==> src/rtl/fifo_arb_pkg.sv <==
// fifo_arb_pkg: shared types and round-robin index search for FIFO port arbiters.
package fifo_arb_pkg;

    typedef enum logic {ARB_IDLE, ARB_BURST} arb_state_t;

    localparam int RR_MAX = 32;

    // Returns {found, index}: first set bit of valid[n-1:0] scanning from last+1 with wrap.
    function automatic logic [5:0] next_rr_index(input logic [RR_MAX-1:0] valid, input int n, input int last);
        logic [5:0] r;
        logic [4:0] idx;
        r = '0;
        for (int i = RR_MAX; i >= 1; i--) begin
            idx = 5'((last + i) % n);
            if (i <= n && valid[idx]) r = {1'b1, idx};
        end
        return r;
    endfunction

endpackage

==> src/rtl/fifo_write_arbiter_rr_pick.sv <==
// rr_priority_pick: combinational round-robin pick of the next requester after last_i.
module rr_priority_pick import fifo_arb_pkg::*; #(
    parameter int NUM_REQ = 4,
    localparam int ID_W = $clog2(NUM_REQ)
) (
    input  logic [NUM_REQ-1:0] req_i,
    input  logic [ID_W-1:0]    last_i,
    output logic               found_o,
    output logic [ID_W-1:0]    pick_o
);

    logic [5:0] res;

    assign res     = next_rr_index(RR_MAX'(req_i), NUM_REQ, int'(last_i));
    assign found_o = res[5];
    assign pick_o  = ID_W'(res[4:0]);

endmodule

==> src/rtl/fifo_write_arbiter.sv <==
// fifo_write_arbiter: round-robin burst arbiter sharing one FIFO write port among NUM_REQ producers.
module fifo_write_arbiter import fifo_arb_pkg::*; #(
    parameter int NUM_REQ    = 4,
    parameter int DATA_WIDTH = 8,
    parameter int MAX_BURST  = 4,
    localparam int BURST_W   = $clog2(MAX_BURST + 1),
    localparam int ID_W      = $clog2(NUM_REQ)
) (
    input  logic                          write_clk,
    input  logic                          write_reset_n,
    input  logic [NUM_REQ-1:0]            req_valid,
    input  logic [NUM_REQ-1:0]            req_last,
    input  logic [NUM_REQ*DATA_WIDTH-1:0] req_data,
    output logic [NUM_REQ-1:0]            req_ready,
    input  logic                          fifo_full,
    output logic                          fifo_write_en,
    output logic [DATA_WIDTH-1:0]         fifo_write_data,
    output logic [ID_W-1:0]               grant_id,
    output logic                          busy
);

    arb_state_t         state_q, state_d;
    logic [ID_W-1:0]    owner_q, owner_d, last_owner_q, last_owner_d;
    logic [BURST_W-1:0] burst_cnt_q, burst_cnt_d;
    logic               found, xfer, end_burst;
    logic [ID_W-1:0]    pick;
    logic [DATA_WIDTH-1:0] words [NUM_REQ];

    for (genvar g = 0; g < NUM_REQ; g++) begin : g_words
        assign words[g] = req_data[g*DATA_WIDTH +: DATA_WIDTH];
    end

    rr_priority_pick #(.NUM_REQ(NUM_REQ)) u_pick (
        .req_i   (req_valid),
        .last_i  (last_owner_q),
        .found_o (found),
        .pick_o  (pick)
    );

    // Write enable is gated by fifo_full in the same cycle, so overflow cannot occur.
    always_comb begin
        xfer            = (state_q == ARB_BURST) && req_valid[owner_q] && !fifo_full;
        req_ready       = xfer ? NUM_REQ'(1) << owner_q : '0;
        fifo_write_en   = xfer;
        fifo_write_data = xfer ? words[owner_q] : '0;
        busy            = state_q == ARB_BURST;
        grant_id        = owner_q;
        end_burst       = xfer ? (req_last[owner_q] || burst_cnt_q + 1'b1 == BURST_W'(MAX_BURST))
                               : !req_valid[owner_q];
        state_d         = state_q;
        owner_d         = owner_q;
        last_owner_d    = last_owner_q;
        burst_cnt_d     = burst_cnt_q;
        if (state_q == ARB_IDLE) begin
            if (found) begin
                state_d     = ARB_BURST;
                owner_d     = pick;
                burst_cnt_d = '0;
            end
        end else begin
            if (xfer) burst_cnt_d = burst_cnt_q + 1'b1;
            if (end_burst) begin
                state_d      = ARB_IDLE;
                last_owner_d = owner_q;
            end
        end
    end

    always_ff @(posedge write_clk or negedge write_reset_n) begin
        if (!write_reset_n) begin
            state_q      <= ARB_IDLE;
            owner_q      <= '0;
            last_owner_q <= ID_W'(NUM_REQ - 1);
            burst_cnt_q  <= '0;
        end else begin
            state_q      <= state_d;
            owner_q      <= owner_d;
            last_owner_q <= last_owner_d;
            burst_cnt_q  <= burst_cnt_d;
        end
    end

endmodule

==> config.mk <==
export PLATFORM = sky130hd
export DESIGN_NAME = fifo_write_arbiter
export DESIGN_NICKNAME = d
export VERILOG_FILES = /design/src/rtl/fifo_arb_pkg.sv /design/src/rtl/fifo_write_arbiter_rr_pick.sv /design/src/rtl/fifo_write_arbiter.sv
export SDC_FILE = /design/constraint.sdc
export NUM_CORES = 1
export LEC_CHECK = 0
export CAP_MARGIN = 20
export CORE_MARGIN = 1.5
export CORE_UTILIZATION = 38
export CTS_CLUSTER_SIZE = 24
export DETAILED_ROUTE_END_ITERATION = 7
export PLACE_DENSITY_LB_ADDON = 0.12
export SLEW_MARGIN = 20
export SYNTH_ARGS = -nofsm -noshare
export SYNTH_HDL_FRONTEND = slang
export SYNTH_SLANG_ARGS = --single-unit
==> constraint.sdc <==
create_clock -name write_clk -period 3.02 [get_ports write_clk]
set_input_delay 0.453 -clock write_clk [delete_from_list [all_inputs] [get_ports write_clk]]
set_output_delay 0.453 -clock write_clk [all_outputs]
set_load 0.02 [all_outputs]
# Word-level counts from Yosys, hierarchy flattened
# Cells that the tools add are included.
[word_totals]
input_bits = 43
output_inout_bits = 16
wordCells = 65
ff_bits = 8
[classes]
order_cmp = 6
bitwise_logic = 6
n_shift = 1
reduce_logical = 13
n_addsub = 5
n_eq_ne = 2
mux = 28
[op_table]
columns = ["operator", "count"]
rows = [
  ["$lt A5 B6 Y1 const B", 4],
  ["$mux W6", 4],
  ["$mux W8", 3],
  ["$bmux W8 S2", 1],
  ["$bmux W1 S3", 4],
  ["$mux W1", 10],
  ["$mux W3", 3],
  ["$reduce_or A2 Y1", 4],
  ["$reduce_and A2 Y1", 3],
  ["$add A2 B1 Y2 const B", 2],
  ["$add A2 B2 Y2 const B", 2],
  ["$and A1 B1 Y1 const A", 4],
  ["$bmux W1 S2", 2],
  ["$mux W4", 1],
  ["$shl A1 B2 Y4 const A", 1],
  ["$add A3 B1 Y3 const B", 1],
  ["$eq A3 B3 Y1 const B", 1],
  ["$ge A3 B3 Y1 const B", 1],
  ["$lt A2 B3 Y1 const B", 1],
  ["$not A2 Y3", 1],
  ["$logic_and A1 B1 Y1", 2],
  ["$logic_not A1 Y1", 2],
  ["$ne A2 B2 Y1 const B", 1],
  ["$reduce_bool A2 Y1", 1],
  ["other kinds (2)", 2],
]

# Logic depth before layout (Yosys ltp)
[depth]
ltp_word = 11
mapped_depth = 5
ltp_nobuf = 5

# By module
# A second synthesis with hierarchy kept.
[hier_totals]
hier_cells = 83
area_unflattened_um2 = 845.8
[by_module_without_submodules]
columns = ["mod", "instances", "area_per_inst_um2", "seq_area_each_um2", "cells_per_inst"]
rows = [
  ["fifo_write_arbiter", 1, 767.0, 202.7, 69],
  ["rr_priority_pick", 1, 78.8, 0.0, 14],
]

# Worst setup path before layout
# Ideal clock, no wire load.
[synth_path]
kind = "register -> output"
start = "reg state_q, in the netlist busy"
end = "out req_ready[0]"
stages_incl_launch_ff = 4
slack_ns = 0.798
t_required_ns = 2.567
n_path_buf = 1
arrival_ns = 1.769
cell_sequence = "dfrtp_1 > nor2b_1 > clkbuf_1 > nor4b_1"
[synth_via]
elab_chain_len = 3
[synth_rtl]
columns = ["item", "line", "rtl"]
rows = [
  ["start, declared", "fifo_write_arbiter.sv:22", "arb_state_t state_q, state_d;"],
  ["start signal, assigned", "fifo_write_arbiter.sv:76", "state_q <= state_d;"],
  ["$logic_and A1 B1 Y1 (2 in series)", "fifo_write_arbiter.sv:42", "xfer = (state_q == ARB_BURST) && req_valid[owner_q] && !fifo_full;"],
  ["$mux W4", "fifo_write_arbiter.sv:43", "req_ready = xfer ? NUM_REQ'(1) << owner_q : '0;"],
  ["end, declared", "fifo_write_arbiter.sv:14", "output logic [NUM_REQ-1:0] req_ready,"],
]
# Every way passes these cells.

# Final worst setup path
[layout_path]
start = "in req_valid[0]"
end = "out fifo_write_en"
[layout_via]
elab_chain_len = 4
[layout_rtl]
columns = ["item", "line", "rtl"]
rows = [
  ["start, declared", "fifo_write_arbiter.sv:11", "input logic [NUM_REQ-1:0] req_valid,"],
  ["$bmux W1 S2", "fifo_write_arbiter.sv:42", ""],
  ["$mux W1 (not written as such)", "fifo_write_arbiter.sv:42", ""],
  ["$logic_and A1 B1 Y1 (2 in series)", "fifo_write_arbiter.sv:42", ""],
  ["end, declared", "fifo_write_arbiter.sv:16", "output logic fifo_write_en,"],
]
# Every way passes these cells. The select of a mux whose other input is x is not followed.

==> impl_metrics.tcl <==
set metrics [dict create \
    outcome "finished clean" \
    fin_worst_skew_ns 0.00663 \
    antenna_found_initial 0 \
    die_x_um 50.5 \
    via_per_inst 5.44 \
    maxCapViolCount 0 \
    relSlewSlack_pct 66.6 \
    ys.warnings.count 0 \
    holdWs_ns 0.467 \
    place_ws_ns 0.174 \
    areaGrowthSynthToFinish_pct 75.5 \
    drt_iter0_drc 15 \
    hp-class "input pin to asynchronous set/reset pin" \
    synth_area_leader_cell "dfrtp_1" \
    synth_top_family_by_area "multiplexers" \
    slowest_stage "mux4_2" \
    syn-instance-count 78 \
    ios 59 \
    syn_nets 123 \
    drc_errors 0 \
    vias 909 \
    p_leak_uw 0.000630 \
    drv_slew 0 \
    final_util_pct 69.3 \
    power_density_mw_per_mm2 667 \
    rsz0062_at_grt "no" \
    ys.flop_type "dfrtp_1" \
    grt_pass1_wl_um 4170 \
    yosysMostFrequentCell "and3_1" \
    synth_fa_ha_area_share_pct 2.92 \
    cts_resized 0 \
    post_cts_buffers 0 \
    synth_compound_area_share_pct 12.0 \
    clockBufferDepth 2 \
    cts_root_buf "clkbuf_4" \
    wl_per_cell_um 15.8 \
    cp-start-kind "input pin" \
    num_rows 17 \
    worst_slack_ns 0.162 \
    synthMuxAreaShare_pct 34.7 \
    clock_sinks 8 \
    numPortBuffers 58 \
    yosysTopAreaCellShare_pct 17.5 \
    gp_congestion 0.796 \
    worstPathMaxFanout 12 \
    crit_required_ns 2.57 \
    synth_common_cells "and3_1 (8), dfrtp_1 (6), mux4_2 (6)" \
    finalSetupViolCount 0 \
    track_usage_pct 22.0 \
    async_flop_share_pct 100 \
    clk_latency_ns 0.25 \
    final.setup.tns_ns 0 \
    place_area_sq_mm 0.00148 \
    fin_area_sq_mm 0.00150 \
    fill_cells 189 \
    core_area_sq_mm 0.00217 \
    antennaDiodeCount 0 \
    slowest_delay_ns 0.63 \
    dieArea_sq_mm 0.00255 \
    layout_min_cycle_time_ns 2.86 \
    fmax_ghz 0.350 \
    syn_avg_cell_area_sq_um 11.0 \
    nNetsFinal 185 \
    dr.pass1.iters 4 \
    seq_area_sq_um 203 \
    crit_top_cell "clkdlybuf4s50_1" \
    ys_seq_area_share_pct 23.6 \
    drive_above_1_share_pct 15.1 \
    multi_input_area_sq_um 611 \
    grt_pass1_vias 897 \
    ir_drop_uv 550 \
    hold_viol 0 \
    drtAntennaViolNets 0 \
    synthXorXnorAreaFrac_pct 1.02 \
    worstSetupPathType "input pin to output pin" \
    cts_tree "yes" \
    initial_core_util_pct 39.5 \
    synth-edff-count 0 \
    grt-ovfl-total 0 \
    drt_wl_total_um 2640 \
    cts_max_level 1 \
    tightest_slew_ns 0.496 \
    dp_hpwl_um 2200 \
    crit_path_end_kind "output pin" \
    synth.area.top_cells "dfrtp_1 (18%), mux4_2 (16%), mux4_1 (9.2%)" \
    critical_path.cell_chain "clkdlybuf4s50_1 > mux4_2 > nand2_1 > inv_1 > clkdlybuf4s50_1" \
    clk_pin_slew_worst_paths_ns 0.05 \
    synthSimpleGateAreaFrac_pct 20.6 \
    ys_types 34 \
    fp.dieH_um 50.5 \
    grt_max_degree 14 \
    ys_ff_latch 8 \
    postCtsHoldBufs 0 \
    syn_area_sq_um 857 \
    cts_buffers 3 \
    crit_arrival_ns 2.40 \
    period_share_pct 94.6 \
]
[worst max-delay path: cells and delay by family]
family | cells | cell delay [ns]
buf+inv | 3 | 1.12
mux | 1 | 0.63
simple gates | 1 | 0.20
[power breakdown]
| part | internal (uW) | switching (uW) |
|---|---|---|
| sequential | 164 | 97.0 |
| clock | 50.3 | 32.3 |
| combinational | 388 | 272 |
[per-stage QoR]
step	total power (uW)	cells
after floorplan	688	78
after global placement	913	163
after detailed placement	926	163
after CTS	1010	167
after global routing	1080	167
final	1000	167
[cells in the final DEF, fill, tap and decap left out, types with 3 or more instances in the layout]
cell,instances
o21ai_0,5
nand2_1,3
clkbuf_4,3
mux4_1,3
a21oi_1,3
buf_4,5
dfrtp_1,6
clkdlybuf4s50_1,58
and3_1,8
mux4_2,6
mux2i_1,5
nor3b_1,4
[worst paths after layout]
path	depth (start not counted)	to	startpoint	slack [ns]
hold reg to reg	1	burst_cnt_q[0]	burst_cnt_q[0]	0.51
setup / recovery	5	fifo_write_en	req_valid[0]	0.16
hold / removal	1	busy	write_reset_n	0.47
min in group write_clk	1	burst_cnt_q[0]	burst_cnt_q[0]	0.51
setup reg to reg	4	last_owner_q[0]	grant_id[0]	1.02
max in group asynchronous	1	last_owner_q[1]	write_reset_n	2.26
[layout make-up]
| class | instances | area share, % |
|---|---|---|
| clock buffers | 4 | 1.75 |
| inverters | 3 | 0.749 |
| multi-input cells | 61 | 40.6 |
| flip-flops and latches | 8 | 13.5 |
| well taps | 28 | 2.33 |
| repair buffers | 63 | 41.1 |
[state kept, by name, summed over array words and instances (netlist names)]
register,flops
last_owner_q,2
burst_cnt_q,3
grant_id,2
busy,1
[logic make-up after synthesis]
| kind of cell | after synthesis |
|---|---|
| AOI/OAI and AO/OA | 13 |
| xor gates and xnor gates | 1 |
| adders and majority gates | 2 |
| buffers and inverters | 9 |
| DFF | 8 |
| muxes | 17 |
| and+or+nand+nor | 28 |
[routing by layer]
metal / GRT usage [%] / wire (um)
met1: 26.6 / 1110
met2: 37.9 / 1280
met3: 4.17 / 210
met4: 9.91 / 40
met5: 0 / 0
Note: power is estimated with default switching activity, not from simulation.
